`config.mk`:
```
export PLATFORM = sky130hd
export DESIGN_NAME = fu_mem_stage_reg_flat
export DESIGN_NICKNAME = d
export VERILOG_FILES = /design/src/rtl/fu_mem_stage_reg_pkg.sv /design/src/rtl/fu_mem_stage_reg_if.sv /design/src/rtl/fu_mem_stage_reg_load_align.sv /design/src/rtl/fu_mem_stage_reg.sv /design/src/flat_wrapper.sv
export SDC_FILE = /design/constraint.sdc
export NUM_CORES = 1
export LEC_CHECK = 0
export CORE_ASPECT_RATIO = 0.9
export CORE_MARGIN = 2
export CORE_UTILIZATION = 30
export DETAILED_ROUTE_END_ITERATION = 10
export GPL_TIMING_DRIVEN = 0
export PLACE_DENSITY = 0.52
export RECOVER_POWER = 50
export SLEW_MARGIN = 20
export SYNTH_ARGS = -nofsm -noshare
export SYNTH_HDL_FRONTEND = slang
export SYNTH_HIERARCHICAL = 1
export SYNTH_SLANG_ARGS = --single-unit
```
`constraint.sdc`:
```
create_clock -name clk -period 3.5 [get_ports clk]
set_clock_uncertainty 0.1 [all_clocks]
set_input_delay 0.875 -clock clk [delete_from_list [all_inputs] [get_ports clk]]
set_output_delay 0.875 -clock clk [all_outputs]
set_load 0.005 [all_outputs]
```
`src/rtl/fu_mem_stage_reg_pkg.sv`:
```
// Shared types and encodings for the MEM-stage pipeline register.
// FSM states, memory-op codes, load funct3 codes and access-legality helpers.
package b8_mem_pkg;

    typedef enum logic [1:0] {IDLE = 2'd0, REQ = 2'd1, WAIT = 2'd2} mem_state_e;

    localparam logic [1:0] MEM_OP_NONE  = 2'b00;
    localparam logic [1:0] MEM_OP_LOAD  = 2'b01;
    localparam logic [1:0] MEM_OP_STORE = 2'b10;

    localparam logic [2:0] F3_LB  = 3'b000;
    localparam logic [2:0] F3_LH  = 3'b001;
    localparam logic [2:0] F3_LW  = 3'b010;
    localparam logic [2:0] F3_LD  = 3'b011;
    localparam logic [2:0] F3_LBU = 3'b100;
    localparam logic [2:0] F3_LHU = 3'b101;
    localparam logic [2:0] F3_LWU = 3'b110;

    // 111 has no encoding; LD/LWU only exist when the datapath is 64 bits wide.
    function automatic logic f3_illegal(input logic [2:0] f3, input int xlen);
        return (f3 == 3'b111) || ((xlen == 32) && ((f3 == F3_LD) || (f3 == F3_LWU)));
    endfunction

    function automatic logic addr_misaligned(input logic [2:0] f3, input logic [2:0] low);
        case (f3[1:0])
            2'b01:   return low[0];
            2'b10:   return |low[1:0];
            2'b11:   return |low;
            default: return 1'b0;
        endcase
    endfunction

endpackage

```
`src/rtl/fu_mem_stage_reg_if.sv`:
```
// EX-side, RAM-side and WB-side signals of the MEM stage bundled in one interface.
// FU_MEM_DEBUG_EN adds the instruction word/address debug pass-through signals.
interface fu_mem_stage_reg_if #(
    parameter int XLEN   = 64,
    parameter int ADDR_W = 32,
    parameter int RD_W   = 5,
    parameter int PID_W  = 2
);
    localparam int MASK_W = XLEN / 8;

    logic              in_valid;
    logic              in_ready;
    logic              in_rd_we;
    logic [RD_W-1:0]   in_rd_addr;
    logic [XLEN-1:0]   in_rd_data;
    logic [PID_W-1:0]  in_pid;
    logic [2:0]        in_funct3;
    logic [1:0]        in_mem_op;
    logic [ADDR_W-1:0] in_addr;
    logic [XLEN-1:0]   in_wdata;
    logic [MASK_W-1:0] in_wmask;

    logic              mem_req_valid;
    logic              mem_req_ready;
    logic              mem_req_we;
    logic [ADDR_W-1:0] mem_req_addr;
    logic [XLEN-1:0]   mem_req_wdata;
    logic [MASK_W-1:0] mem_req_mask;
    logic              mem_resp_valid;
    logic [XLEN-1:0]   mem_resp_data;

    logic              out_valid;
    logic              out_ready;
    logic              out_rd_we;
    logic [RD_W-1:0]   out_rd_addr;
    logic [XLEN-1:0]   out_rd_data;
    logic [PID_W-1:0]  out_pid;
    logic              out_misalign;
`ifdef FU_MEM_DEBUG_EN
    logic [31:0]       inst_i;
    logic [31:0]       instAddr_i;
    logic [31:0]       inst_o;
    logic [31:0]       instAddr_o;
`endif

    // All transfers are valid/ready: a beat moves on a clock edge where both are high,
    // and the sender holds its payload stable while valid is high and ready is low.
    modport slave (
        input  in_valid, in_rd_we, in_rd_addr, in_rd_data, in_pid, in_funct3,
               in_mem_op, in_addr, in_wdata, in_wmask,
               mem_req_ready, mem_resp_valid, mem_resp_data, out_ready,
        output in_ready, mem_req_valid, mem_req_we, mem_req_addr, mem_req_wdata,
               mem_req_mask, out_valid, out_rd_we, out_rd_addr, out_rd_data,
               out_pid, out_misalign
`ifdef FU_MEM_DEBUG_EN
        , input inst_i, instAddr_i
        , output inst_o, instAddr_o
`endif
    );

    modport master (
        output in_valid, in_rd_we, in_rd_addr, in_rd_data, in_pid, in_funct3,
               in_mem_op, in_addr, in_wdata, in_wmask,
               mem_req_ready, mem_resp_valid, mem_resp_data, out_ready,
        input  in_ready, mem_req_valid, mem_req_we, mem_req_addr, mem_req_wdata,
               mem_req_mask, out_valid, out_rd_we, out_rd_addr, out_rd_data,
               out_pid, out_misalign
`ifdef FU_MEM_DEBUG_EN
        , output inst_i, instAddr_i
        , input inst_o, instAddr_o
`endif
    );

endinterface

```
`src/rtl/fu_mem_stage_reg_load_align.sv`:
```
// Combinational load formatter: selects the addressed byte lane of the raw RAM word
// and sign/zero-extends it according to funct3; flags funct3 codes illegal for XLEN.
module fu_load_align
    import b8_mem_pkg::*;
#(
    parameter int XLEN = 64,
    localparam int OFF_W = $clog2(XLEN / 8)
) (
    input  logic [XLEN-1:0]  raw,
    input  logic [OFF_W-1:0] offset,
    input  logic [2:0]       funct3,
    output logic [XLEN-1:0]  data,
    output logic             illegal
);
    logic [XLEN-1:0] shifted;

    always_comb begin
        shifted = raw >> {offset, 3'b000};
        data    = shifted;
        case (funct3)
            F3_LB:   data = XLEN'($signed(shifted[7:0]));
            F3_LH:   data = XLEN'($signed(shifted[15:0]));
            F3_LW:   data = XLEN'($signed(shifted[31:0]));
            F3_LBU:  data = XLEN'(shifted[7:0]);
            F3_LHU:  data = XLEN'(shifted[15:0]);
            F3_LWU:  data = XLEN'(shifted[31:0]);
            default: data = shifted;
        endcase
        illegal = f3_illegal(funct3, XLEN);
    end

endmodule

```
`src/rtl/fu_mem_stage_reg.sv`:
```
// MEM-stage pipeline register for one FU way: 1-cycle pass-through for ALU ops and a
// blocking RAM request/response for loads/stores. FU_MEM_DEBUG_EN adds inst/instAddr.
module fu_mem_stage_reg
    import b8_mem_pkg::*;
#(
    parameter int XLEN   = 64,
    parameter int ADDR_W = 32,
    parameter int RD_W   = 5,
    parameter int PID_W  = 2
) (
    input  logic               clk,
    input  logic               reset,
    fu_mem_stage_reg_if.slave  bus,
    output mem_state_e         fsm_state
);
    localparam int OFF_W = $clog2(XLEN / 8);

    mem_state_e        state;
    logic              accept;
    logic              is_mem;
    logic              misalign;
    logic              f3_bad;
    logic [OFF_W-1:0]  align_off;
    logic [2:0]        align_f3;
    logic [XLEN-1:0]   load_data;

    logic [2:0]        f3_q;
    logic [OFF_W-1:0]  off_q;
    logic              rd_we_q;
    logic [RD_W-1:0]   rd_addr_q;
    logic [PID_W-1:0]  pid_q;
    logic [XLEN-1:0]   rd_data_q;
`ifdef FU_MEM_DEBUG_EN
    logic [31:0]       inst_q;
    logic [31:0]       inst_addr_q;
`endif

    assign fsm_state    = state;
    assign bus.in_ready = !reset && (state == IDLE) && (!bus.out_valid || bus.out_ready);
    assign accept       = bus.in_valid && bus.in_ready;
    assign is_mem       = (bus.in_mem_op == MEM_OP_LOAD) || (bus.in_mem_op == MEM_OP_STORE);

    // The formatter checks the incoming funct3 while idle and formats the latched access otherwise.
    assign align_off = (state == IDLE) ? bus.in_addr[OFF_W-1:0] : off_q;
    assign align_f3  = (state == IDLE) ? bus.in_funct3 : f3_q;
    assign misalign  = f3_bad || addr_misaligned(bus.in_funct3, bus.in_addr[2:0]);

    fu_load_align #(.XLEN(XLEN)) u_align (
        .raw     (bus.mem_resp_data),
        .offset  (align_off),
        .funct3  (align_f3),
        .data    (load_data),
        .illegal (f3_bad)
    );

    always_ff @(posedge clk) begin
        if (reset) begin
            state             <= IDLE;
            bus.mem_req_valid <= 1'b0;
            bus.mem_req_we    <= 1'b0;
            bus.mem_req_addr  <= '0;
            bus.mem_req_wdata <= '0;
            bus.mem_req_mask  <= '0;
            bus.out_valid     <= 1'b0;
            bus.out_rd_we     <= 1'b0;
            bus.out_rd_addr   <= '0;
            bus.out_rd_data   <= '0;
            bus.out_pid       <= '0;
            bus.out_misalign  <= 1'b0;
            f3_q              <= '0;
            off_q             <= '0;
            rd_we_q           <= 1'b0;
            rd_addr_q         <= '0;
            pid_q             <= '0;
            rd_data_q         <= '0;
`ifdef FU_MEM_DEBUG_EN
            inst_q            <= '0;
            inst_addr_q       <= '0;
            bus.inst_o        <= '0;
            bus.instAddr_o    <= '0;
`endif
        end else begin
            if (bus.out_valid && bus.out_ready) bus.out_valid <= 1'b0;
            case (state)
                IDLE: begin
                    if (accept && is_mem && !misalign) begin
                        state             <= REQ;
                        bus.mem_req_valid <= 1'b1;
                        bus.mem_req_we    <= (bus.in_mem_op == MEM_OP_STORE);
                        bus.mem_req_addr  <= {bus.in_addr[ADDR_W-1:OFF_W], {OFF_W{1'b0}}};
                        bus.mem_req_wdata <= bus.in_wdata;
                        bus.mem_req_mask  <= (bus.in_mem_op == MEM_OP_STORE) ? bus.in_wmask : '0;
                        f3_q              <= bus.in_funct3;
                        off_q             <= bus.in_addr[OFF_W-1:0];
                        rd_we_q           <= bus.in_rd_we;
                        rd_addr_q         <= bus.in_rd_addr;
                        pid_q             <= bus.in_pid;
                        rd_data_q         <= bus.in_rd_data;
`ifdef FU_MEM_DEBUG_EN
                        inst_q            <= bus.inst_i;
                        inst_addr_q       <= bus.instAddr_i;
`endif
                    end else if (accept) begin
                        // ALU op, or a faulting access that never reaches the RAM.
                        bus.out_valid    <= 1'b1;
                        bus.out_rd_we    <= bus.in_rd_we && !is_mem;
                        bus.out_rd_addr  <= bus.in_rd_addr;
                        bus.out_rd_data  <= bus.in_rd_data;
                        bus.out_pid      <= bus.in_pid;
                        bus.out_misalign <= is_mem;
`ifdef FU_MEM_DEBUG_EN
                        bus.inst_o       <= bus.inst_i;
                        bus.instAddr_o   <= bus.instAddr_i;
`endif
                    end
                end
                REQ: begin
                    if (bus.mem_req_ready) begin
                        bus.mem_req_valid <= 1'b0;
                        state             <= WAIT;
                    end
                end
                WAIT: begin
                    if (bus.mem_resp_valid) begin
                        bus.out_valid    <= 1'b1;
                        bus.out_rd_we    <= rd_we_q && !bus.mem_req_we;
                        bus.out_rd_addr  <= rd_addr_q;
                        bus.out_rd_data  <= bus.mem_req_we ? rd_data_q : load_data;
                        bus.out_pid      <= pid_q;
                        bus.out_misalign <= 1'b0;
`ifdef FU_MEM_DEBUG_EN
                        bus.inst_o       <= inst_q;
                        bus.instAddr_o   <= inst_addr_q;
`endif
                        state            <= IDLE;
                    end
                end
                default: state <= IDLE;
            endcase
        end
    end

endmodule

```
`src/flat_wrapper.sv`:
```
// flat-port wrapper written by rule: the top's interface ports become plain ports
module fu_mem_stage_reg_flat import b8_mem_pkg::*;
#(
    parameter int XLEN   = 64,
    parameter int ADDR_W = 32,
    parameter int RD_W   = 5,
    parameter int PID_W  = 2
)
  (clk, reset, fsm_state, bus_in_valid, bus_in_rd_we, bus_in_rd_addr, bus_in_rd_data, bus_in_pid, bus_in_funct3, bus_in_mem_op, bus_in_addr, bus_in_wdata, bus_in_wmask, bus_mem_req_ready, bus_mem_resp_valid, bus_mem_resp_data, bus_out_ready, bus_in_ready, bus_mem_req_valid, bus_mem_req_we, bus_mem_req_addr, bus_mem_req_wdata, bus_mem_req_mask, bus_out_valid, bus_out_rd_we, bus_out_rd_addr, bus_out_rd_data, bus_out_pid, bus_out_misalign);
  fu_mem_stage_reg_if #(.XLEN(XLEN), .ADDR_W(ADDR_W), .RD_W(RD_W), .PID_W(PID_W)) bus_i ();
  input  logic clk;
  input  logic reset;
  output mem_state_e fsm_state;
  input wire logic [$bits(bus_i.in_valid)-1:0] bus_in_valid;
  input wire logic [$bits(bus_i.in_rd_we)-1:0] bus_in_rd_we;
  input wire logic [$bits(bus_i.in_rd_addr)-1:0] bus_in_rd_addr;
  input wire logic [$bits(bus_i.in_rd_data)-1:0] bus_in_rd_data;
  input wire logic [$bits(bus_i.in_pid)-1:0] bus_in_pid;
  input wire logic [$bits(bus_i.in_funct3)-1:0] bus_in_funct3;
  input wire logic [$bits(bus_i.in_mem_op)-1:0] bus_in_mem_op;
  input wire logic [$bits(bus_i.in_addr)-1:0] bus_in_addr;
  input wire logic [$bits(bus_i.in_wdata)-1:0] bus_in_wdata;
  input wire logic [$bits(bus_i.in_wmask)-1:0] bus_in_wmask;
  input wire logic [$bits(bus_i.mem_req_ready)-1:0] bus_mem_req_ready;
  input wire logic [$bits(bus_i.mem_resp_valid)-1:0] bus_mem_resp_valid;
  input wire logic [$bits(bus_i.mem_resp_data)-1:0] bus_mem_resp_data;
  input wire logic [$bits(bus_i.out_ready)-1:0] bus_out_ready;
  output wire logic [$bits(bus_i.in_ready)-1:0] bus_in_ready;
  output wire logic [$bits(bus_i.mem_req_valid)-1:0] bus_mem_req_valid;
  output wire logic [$bits(bus_i.mem_req_we)-1:0] bus_mem_req_we;
  output wire logic [$bits(bus_i.mem_req_addr)-1:0] bus_mem_req_addr;
  output wire logic [$bits(bus_i.mem_req_wdata)-1:0] bus_mem_req_wdata;
  output wire logic [$bits(bus_i.mem_req_mask)-1:0] bus_mem_req_mask;
  output wire logic [$bits(bus_i.out_valid)-1:0] bus_out_valid;
  output wire logic [$bits(bus_i.out_rd_we)-1:0] bus_out_rd_we;
  output wire logic [$bits(bus_i.out_rd_addr)-1:0] bus_out_rd_addr;
  output wire logic [$bits(bus_i.out_rd_data)-1:0] bus_out_rd_data;
  output wire logic [$bits(bus_i.out_pid)-1:0] bus_out_pid;
  output wire logic [$bits(bus_i.out_misalign)-1:0] bus_out_misalign;
  assign bus_i.in_valid = bus_in_valid;
  assign bus_i.in_rd_we = bus_in_rd_we;
  assign bus_i.in_rd_addr = bus_in_rd_addr;
  assign bus_i.in_rd_data = bus_in_rd_data;
  assign bus_i.in_pid = bus_in_pid;
  assign bus_i.in_funct3 = bus_in_funct3;
  assign bus_i.in_mem_op = bus_in_mem_op;
  assign bus_i.in_addr = bus_in_addr;
  assign bus_i.in_wdata = bus_in_wdata;
  assign bus_i.in_wmask = bus_in_wmask;
  assign bus_i.mem_req_ready = bus_mem_req_ready;
  assign bus_i.mem_resp_valid = bus_mem_resp_valid;
  assign bus_i.mem_resp_data = bus_mem_resp_data;
  assign bus_i.out_ready = bus_out_ready;
  assign bus_in_ready = bus_i.in_ready;
  assign bus_mem_req_valid = bus_i.mem_req_valid;
  assign bus_mem_req_we = bus_i.mem_req_we;
  assign bus_mem_req_addr = bus_i.mem_req_addr;
  assign bus_mem_req_wdata = bus_i.mem_req_wdata;
  assign bus_mem_req_mask = bus_i.mem_req_mask;
  assign bus_out_valid = bus_i.out_valid;
  assign bus_out_rd_we = bus_i.out_rd_we;
  assign bus_out_rd_addr = bus_i.out_rd_addr;
  assign bus_out_rd_data = bus_i.out_rd_data;
  assign bus_out_pid = bus_i.out_pid;
  assign bus_out_misalign = bus_i.out_misalign;
  fu_mem_stage_reg #(.XLEN(XLEN), .ADDR_W(ADDR_W), .RD_W(RD_W), .PID_W(PID_W)) u_core (.clk(clk), .reset(reset), .bus(bus_i), .fsm_state(fsm_state));
endmodule
```
### Word-level counts from Yosys, hierarchy flattened

Index checks and enable logic that the tools add are counted.

| storage, ports and cells | value |
|---|---|
| register bits | 257 |
| bits of input ports | 251 |
| word-level logic and storage cells | 101 |

| cells by class | value |
|---|---|
| equal/unequal tests | 18 |
| shift-type cells | 1 |
| multiplexer cells | 38 |
| reductions and logical operators | 26 |

Operator list:

| cell | number |
|---|---|
| one-hot mux 64 bit (6 select lines) | 1 |
| 2-to-1 mux 64 bit | 4 |
| one-hot mux 64 bit (2 select lines) | 1 |
| right shift 64 x 6 -> 64 bit | 1 |
| 2-to-1 mux 5 bit | 3 |
| == test 3 bit (second input constant) | 4 |
| 2-to-1 mux 1 bit | 12 |
| 2-to-1 mux 2 bit | 6 |
| one-hot mux 5 bit (2 select lines) | 1 |
| == test 2 bit (second input constant) | 4 |
| logical AND 1 bit | 8 |
| 2-to-1 mux 8 bit | 1 |
| != test 2 bit (second input constant) | 4 |
| one-hot mux 1 bit (2 select lines) | 4 |
| == test 2 x 1 -> 1 bit (second input constant) | 3 |
| 2-to-1 mux 3 bit | 2 |
| one-hot mux 2 bit (3 select lines) | 1 |
| AND reduction 3 bit | 2 |
| logical NOT 1 bit | 5 |
| one-hot mux 2 bit (2 select lines) | 1 |
| AND reduction 4 bit | 1 |
| nonzero test 2 bit | 2 |
| == test 3 x 1 -> 1 bit (second input constant) | 1 |
| == test 3 x 2 -> 1 bit (second input constant) | 1 |
| other kinds (8) | 10 |

### Longest topological paths before layout

| depth | value |
|---|---|
| word-level depth | 8 |
| depth in mapped cells | 14 |
| depth with buffers taken out | 10 |

### Hierarchy

The synthesis kept the hierarchy.

Modules (own cells, without submodules):

| module | times used | cells each | area an instance (um^2) | sequential area each (um^2) |
|---|---|---|---|---|
| fu_mem_stage_reg | 1 | 1,336 | 11,382.2 | 5,144.9 |
| fu_load_align | 1 | 300 | 2,487.4 | 0.0 |

### Least setup slack after synthesis

No wires, ideal clock.

| timing | value |
|---|---|
| path kind | input-to-reg |
| start point | in bus_in_addr[2] |
| end point | reg u_core/bus.out_rd_data[57] in the netlist's numbering |
| library setup time | 0.123 ns |
| arrival time | 2.634 ns |
| slack | 0.644 ns |
| cell stages on the path | 11 |
| path buffers | 2 |
| cell sequence | mux2_2 buf_2 nor3b_2 and3_1 o31ai_4 buf_2 nand4_1 mux2i_1 nand2_1 o211ai_1 mux2i_1 |

RTL lines:

| item | RTL line | text |
|---|---|---|
| start: declaration | flat_wrapper.sv:21 | `input wire logic [$bits(bus_i.in_addr)-1:0] bus_in_addr;` |
| 2-to-1 mux 3 bit | fu_mem_stage_reg.sv:44 | `assign align_off = (state == IDLE) ? bus.in_addr[OFF_W-1:0] : off_q;` |
| right shift 64 x 6 -> 64 bit | fu_mem_stage_reg_load_align.sv:18 | `shifted = raw >> {offset, 3'b000};` |
| one-hot mux 64 bit (6 select lines) | fu_mem_stage_reg_load_align.sv:20 | `case (funct3)` |
| via u_core.load_data[57] | fu_mem_stage_reg.sv:25 | `logic [XLEN-1:0] load_data;` |
| 2-to-1 mux 64 bit | fu_mem_stage_reg.sv:128 | `bus.out_rd_data <= bus.mem_req_we ? rd_data_q : load_data;` |
| 2-to-1 mux 64 bit | fu_mem_stage_reg.sv:124 | `if (bus.mem_resp_valid) begin` |
| one-hot mux 64 bit (2 select lines) | fu_mem_stage_reg.sv:84 | `case (state)` |
| end signal: assignment | fu_mem_stage_reg.sv:108 | `bus.out_rd_data <= bus.in_rd_data;` |
| end signal: assignment | fu_mem_stage_reg.sv:128 |  |
| end: declaration | fu_mem_stage_reg_if.sv:53 | `mem_req_mask, out_valid, out_rd_we, out_rd_addr, out_rd_data,` |

The timed path passes the listed nets, and every way through them passes these cells. The select of a mux whose other input is x is not followed.
A chain may end at the register's enable or synchronous reset.

### Worst setup path in the final report

| timing | value |
|---|---|
| start point | in bus_in_funct3[1] |
| end point | reg u_core.rd_data_q[36] |

| between the ends | value |
|---|---|
| cells in the longest elaborated chain, start to end | 6 |

RTL lines:

| item | RTL line | text |
|---|---|---|
| start: declaration | flat_wrapper.sv:19 | `input wire logic [$bits(bus_i.in_funct3)-1:0] bus_in_funct3;` |
| 2-to-1 mux 3 bit | fu_mem_stage_reg.sv:45 | `assign align_f3 = (state == IDLE) ? bus.in_funct3 : f3_q;` |
| via u_core.align_f3[1] | fu_mem_stage_reg.sv:24 | `logic [2:0] align_f3;` |
| == test 3 bit | fu_mem_stage_reg_pkg.sv:21 | `return (f3 == 3'b111) \|\| ((xlen == 32) && ((f3 == F3_LD) \|\| (f3 == F3_LWU)));` |
| via u_core.f3_bad | fu_mem_stage_reg.sv:22 | `logic f3_bad;` |
| logical OR 1 bit | fu_mem_stage_reg.sv:46 | `assign misalign = f3_bad \|\| addr_misaligned(bus.in_funct3, bus.in_addr[2:0]);` |
| logical NOT 1 bit | fu_mem_stage_reg.sv:86 | `if (accept && is_mem && !misalign) begin` |
| logical AND 1 bit | fu_mem_stage_reg.sv:86 |  |
| AND reduction 2 bit (no source line) | -- |  |
| end signal: assignment | fu_mem_stage_reg.sv:98 | `rd_data_q <= bus.in_rd_data;` |
| end: declaration | fu_mem_stage_reg.sv:32 | `logic [XLEN-1:0] rd_data_q;` |

The timed path passes the listed nets, and every way through them passes these cells.

==> flow_summary.json <==
{
  "drt-initial-drc-count": 987,
  "cp.arrival_ns": 3.78,
  "antenna_found_initial": 10,
  "fp.dieH_um": 208.0,
  "netlist_top_cells_area": "dfxtp_1 37%, mux2i_1 13%, o21ai_0 6.8%",
  "yosysTopAreaCell": "dfxtp_1",
  "cp.required_ns": 3.92,
  "hp-class": "reg -> reg",
  "nFillCells": 4621,
  "syn_inst": 1636,
  "vias_per_cell": 5.289,
  "wl_um": 61870,
  "overflow": 0,
  "dieArea_mm2": 0.04797,
  "syn_area_mm2": 0.01387,
  "end_kind": "flip-flop",
  "synthAdderAreaFrac": 0.0009021,
  "drive_gt1_frac": 0.09609,
  "numClockSinks": 257,
  "rows": 74,
  "port_buffers": 429,
  "nets": 2350,
  "syn2layout_area_growth_pct": 44.23,
  "ir_worst_vdd_mv": 0.3436,
  "post-route-min-period_ns": 3.366,
  "grt_pass1_vias": 14460,
  "power_density_mw_per_mm2": 404.1,
  "cp-start-kind": "input pin",
  "drt_pass1_iterations": 5,
  "ant_nets": 0,
  "insertion_delay_ns": 0.59,
  "htreeDepth": 1,
  "cts_inserted_buffers": 31,
  "vias": 14480,
  "grt_max_degree": 29,
  "grt_pass1_wl_um": 91560,
  "register_area_mm2": 0.005145,
  "cts.reportedPaths.clkPinSlew_ns": 0.06,
  "maxCapViolations": 0,
  "cts_root_buffer": "clkbuf_16",
  "setup_viol": 0,
  "tightest_slew_ns": 0.9291,
  "cts_tree": "built",
  "synth_most_common_cell": "dfxtp_1",
  "grt_util_all_layers": 0.2489,
  "gp_congestion": 0.9007,
  "outcome": "completed",
  "setup_tns_ns": 0,
  "path_class": "in -> reg",
  "initial_core_util": 0.3045,
  "finalCritPeriodShare": 0.9618,
  "synth.avg_cell_area_um2": 8.478,
  "synth_cell_types": 51,
  "synth_seq_cells": 257,
  "slew_violations": 0,
  "dieWidth_um": 230.6,
  "worstPathMaxFanout": 10,
  "multi_input_area_mm2": 0.007645,
  "leakagePower_nw": 7.733,
  "synthMuxAreaShare": 0.1874,
  "wl_per_cell_um": 22.60,
  "io_pins": 434,
  "synth-compound-area-share": 0.1934,
  "finalHoldViolCount": 0,
  "relSlewSlack": 0.3806,
  "final_cell_count_no_fill": 2737,
  "synth_top_family_by_area": "compound AO/OA/AOI/OAI gates",
  "synth-simple-area-share": 0.1677,
  "yosysTopAreaCellShare": 0.3710,
  "core_area_mm2": 0.04555,
  "synth_edf_count": 0,
  "dp_hpwl_um": 48180,
  "postCtsSetupRepairBufs": 0,
  "clockBufferDepth": 3,
  "fmax_mhz": 297.1,
  "ys_seq_area_frac": 0.3710,
  "async_flop_share": 0,
  "synth_common_cells": "257 x dfxtp_1, 200 x nand2_1, 189 x o21ai_0",
  "ys_warn_count": 6,
  "dp_cells": 2675,
  "drc": 0,
  "ys.flop_type": "dfxtp_1",
  "synthXorXnorAreaFrac": 0
}
==> report_power, final <==
part	internal, mW	switching [mW]
sequential	3.02	0.0447
clock	2.02	1.35
combinational	0.755	0.894
total	5.79	2.29
==> critical path, stage by stage <==
cell and delay, ns:
clkdlybuf4s50_1 0.47, mux2_2 0.36, clkbuf_2 0.25, and3_1 0.23
nor2_1 0.22, o211a_1 0.21, clkbuf_2 0.45, clkbuf_1 0.42
nand3_1 0.14, a21oi_1 0.14
==> cell usage in the layout (no fill, tap or decap), types with 3 or more instances in the layout <==
cell type and count:
dfxtp_1 257, clkdlybuf4s50_1 250, nand2_1 200, o21ai_0 189, nand3_1 188, a21oi_1 185
dlygate4sd3_1 179, mux2i_1 173, clkbuf_1 106, o211ai_1 65, nand4_1 41, buf_2 40
clkbuf_16 31, mux4_2 29, buf_6 27, mux2_2 16, buf_4 14, nor2_1 13
nor2b_1 13, nand2b_1 11, o21ai_1 9, a22o_1 7, o2bb2ai_1 7, diode_2 6
clkinv_2 6, clkbuf_2 6, bufinv_16 4, clkbuf_8 4, and3_1 4, inv_1 3
conb_1 3, buf_12 3, mux2i_2 3
==> cell families after synthesis <==
kind of cell / count (synthesis)
AOI/OAI and AO/OA: 474
adders and majority gates: 1
buffers and inverters: 195
DFF: 257
muxes: 221
other: 1
and+or+nand+nor: 487
==> through the flow <==
| stage | setup WS, ns | total power [mW] | instance area [µm²] | hold WS [ns] | utilization |
|---|---|---|---|---|---|
| after floorplan | 0.6438 | 3.950 | 13880 | 0.3514 | - |
| after global placement | -0.6215 | 4.801 | 18930 | 0.3489 | 0.4156 |
| after detailed placement | -0.5880 | 4.805 | 18930 | 0.3510 | 0.4156 |
| after CTS | 0.1174 | 8.202 | 19980 | 0.3591 | 0.4386 |
| after global routing | -0.007223 | 8.419 | 20000 | 0.3739 | 0.4390 |
| final | 0.1339 | 8.085 | 20000 | 0.3528 | 0.4391 |
==> worst paths after layout <==
path | from | endpoint | slack, ns | depth (start not counted)
setup reg to reg | u_core/fsm_state[1] | u_core/rd_data_q[36] | 0.16 | 10
hold reg to reg | u_core/bus.out_rd_data[27] | u_core/bus.out_rd_data[27] | 0.35 | 2
setup / recovery | bus_in_funct3[1] | u_core/rd_data_q[36] | 0.13 | 10
hold / removal | u_core/bus.out_rd_data[27] | u_core/bus.out_rd_data[27] | 0.35 | 2
==> flip-flops by register name, indices dropped and copies added, names as in the netlist, 3 cells and up <==
signal,count
u_core/bus.mem_req_addr,29
u_core/bus.out_rd_data,64
u_core/f3_q,3
u_core/bus.mem_req_wdata,64
u_core/bus.mem_req_mask,8
u_core/off_q,3
u_core/bus.out_rd_addr,5
u_core/rd_data_q,64
u_core/rd_addr_q,5
==> per-layer routing <==
metal	up-vias	part of all wire	GRT usage
li1	6867	-	-
met1	7009	0.43	0.3241
met2	522	0.47	0.4161
met3	71	0.078	0.06181
met4	8	0.018	0.05228
met5	-	0.00071	0
==> layout make-up <==
type,instances,area share
clock inverters,14,0.009695
multi-input cells,1186,0.3822
plain buffers,188,0.05335
flip-flops and latches,257,0.2572
inverters,5,0.0009382
clock buffers,44,0.04322
diodes,6,0.0007506
repair buffers,429,0.2147
well taps,608,0.03803
==> repair_timing <==
action | CTS | global route
gates resized for setup | 0 | 9
hold buffers | 0 | 0
endpoints found under the setup margin | 1 | 63
Power figures use the tool's default switching activity.
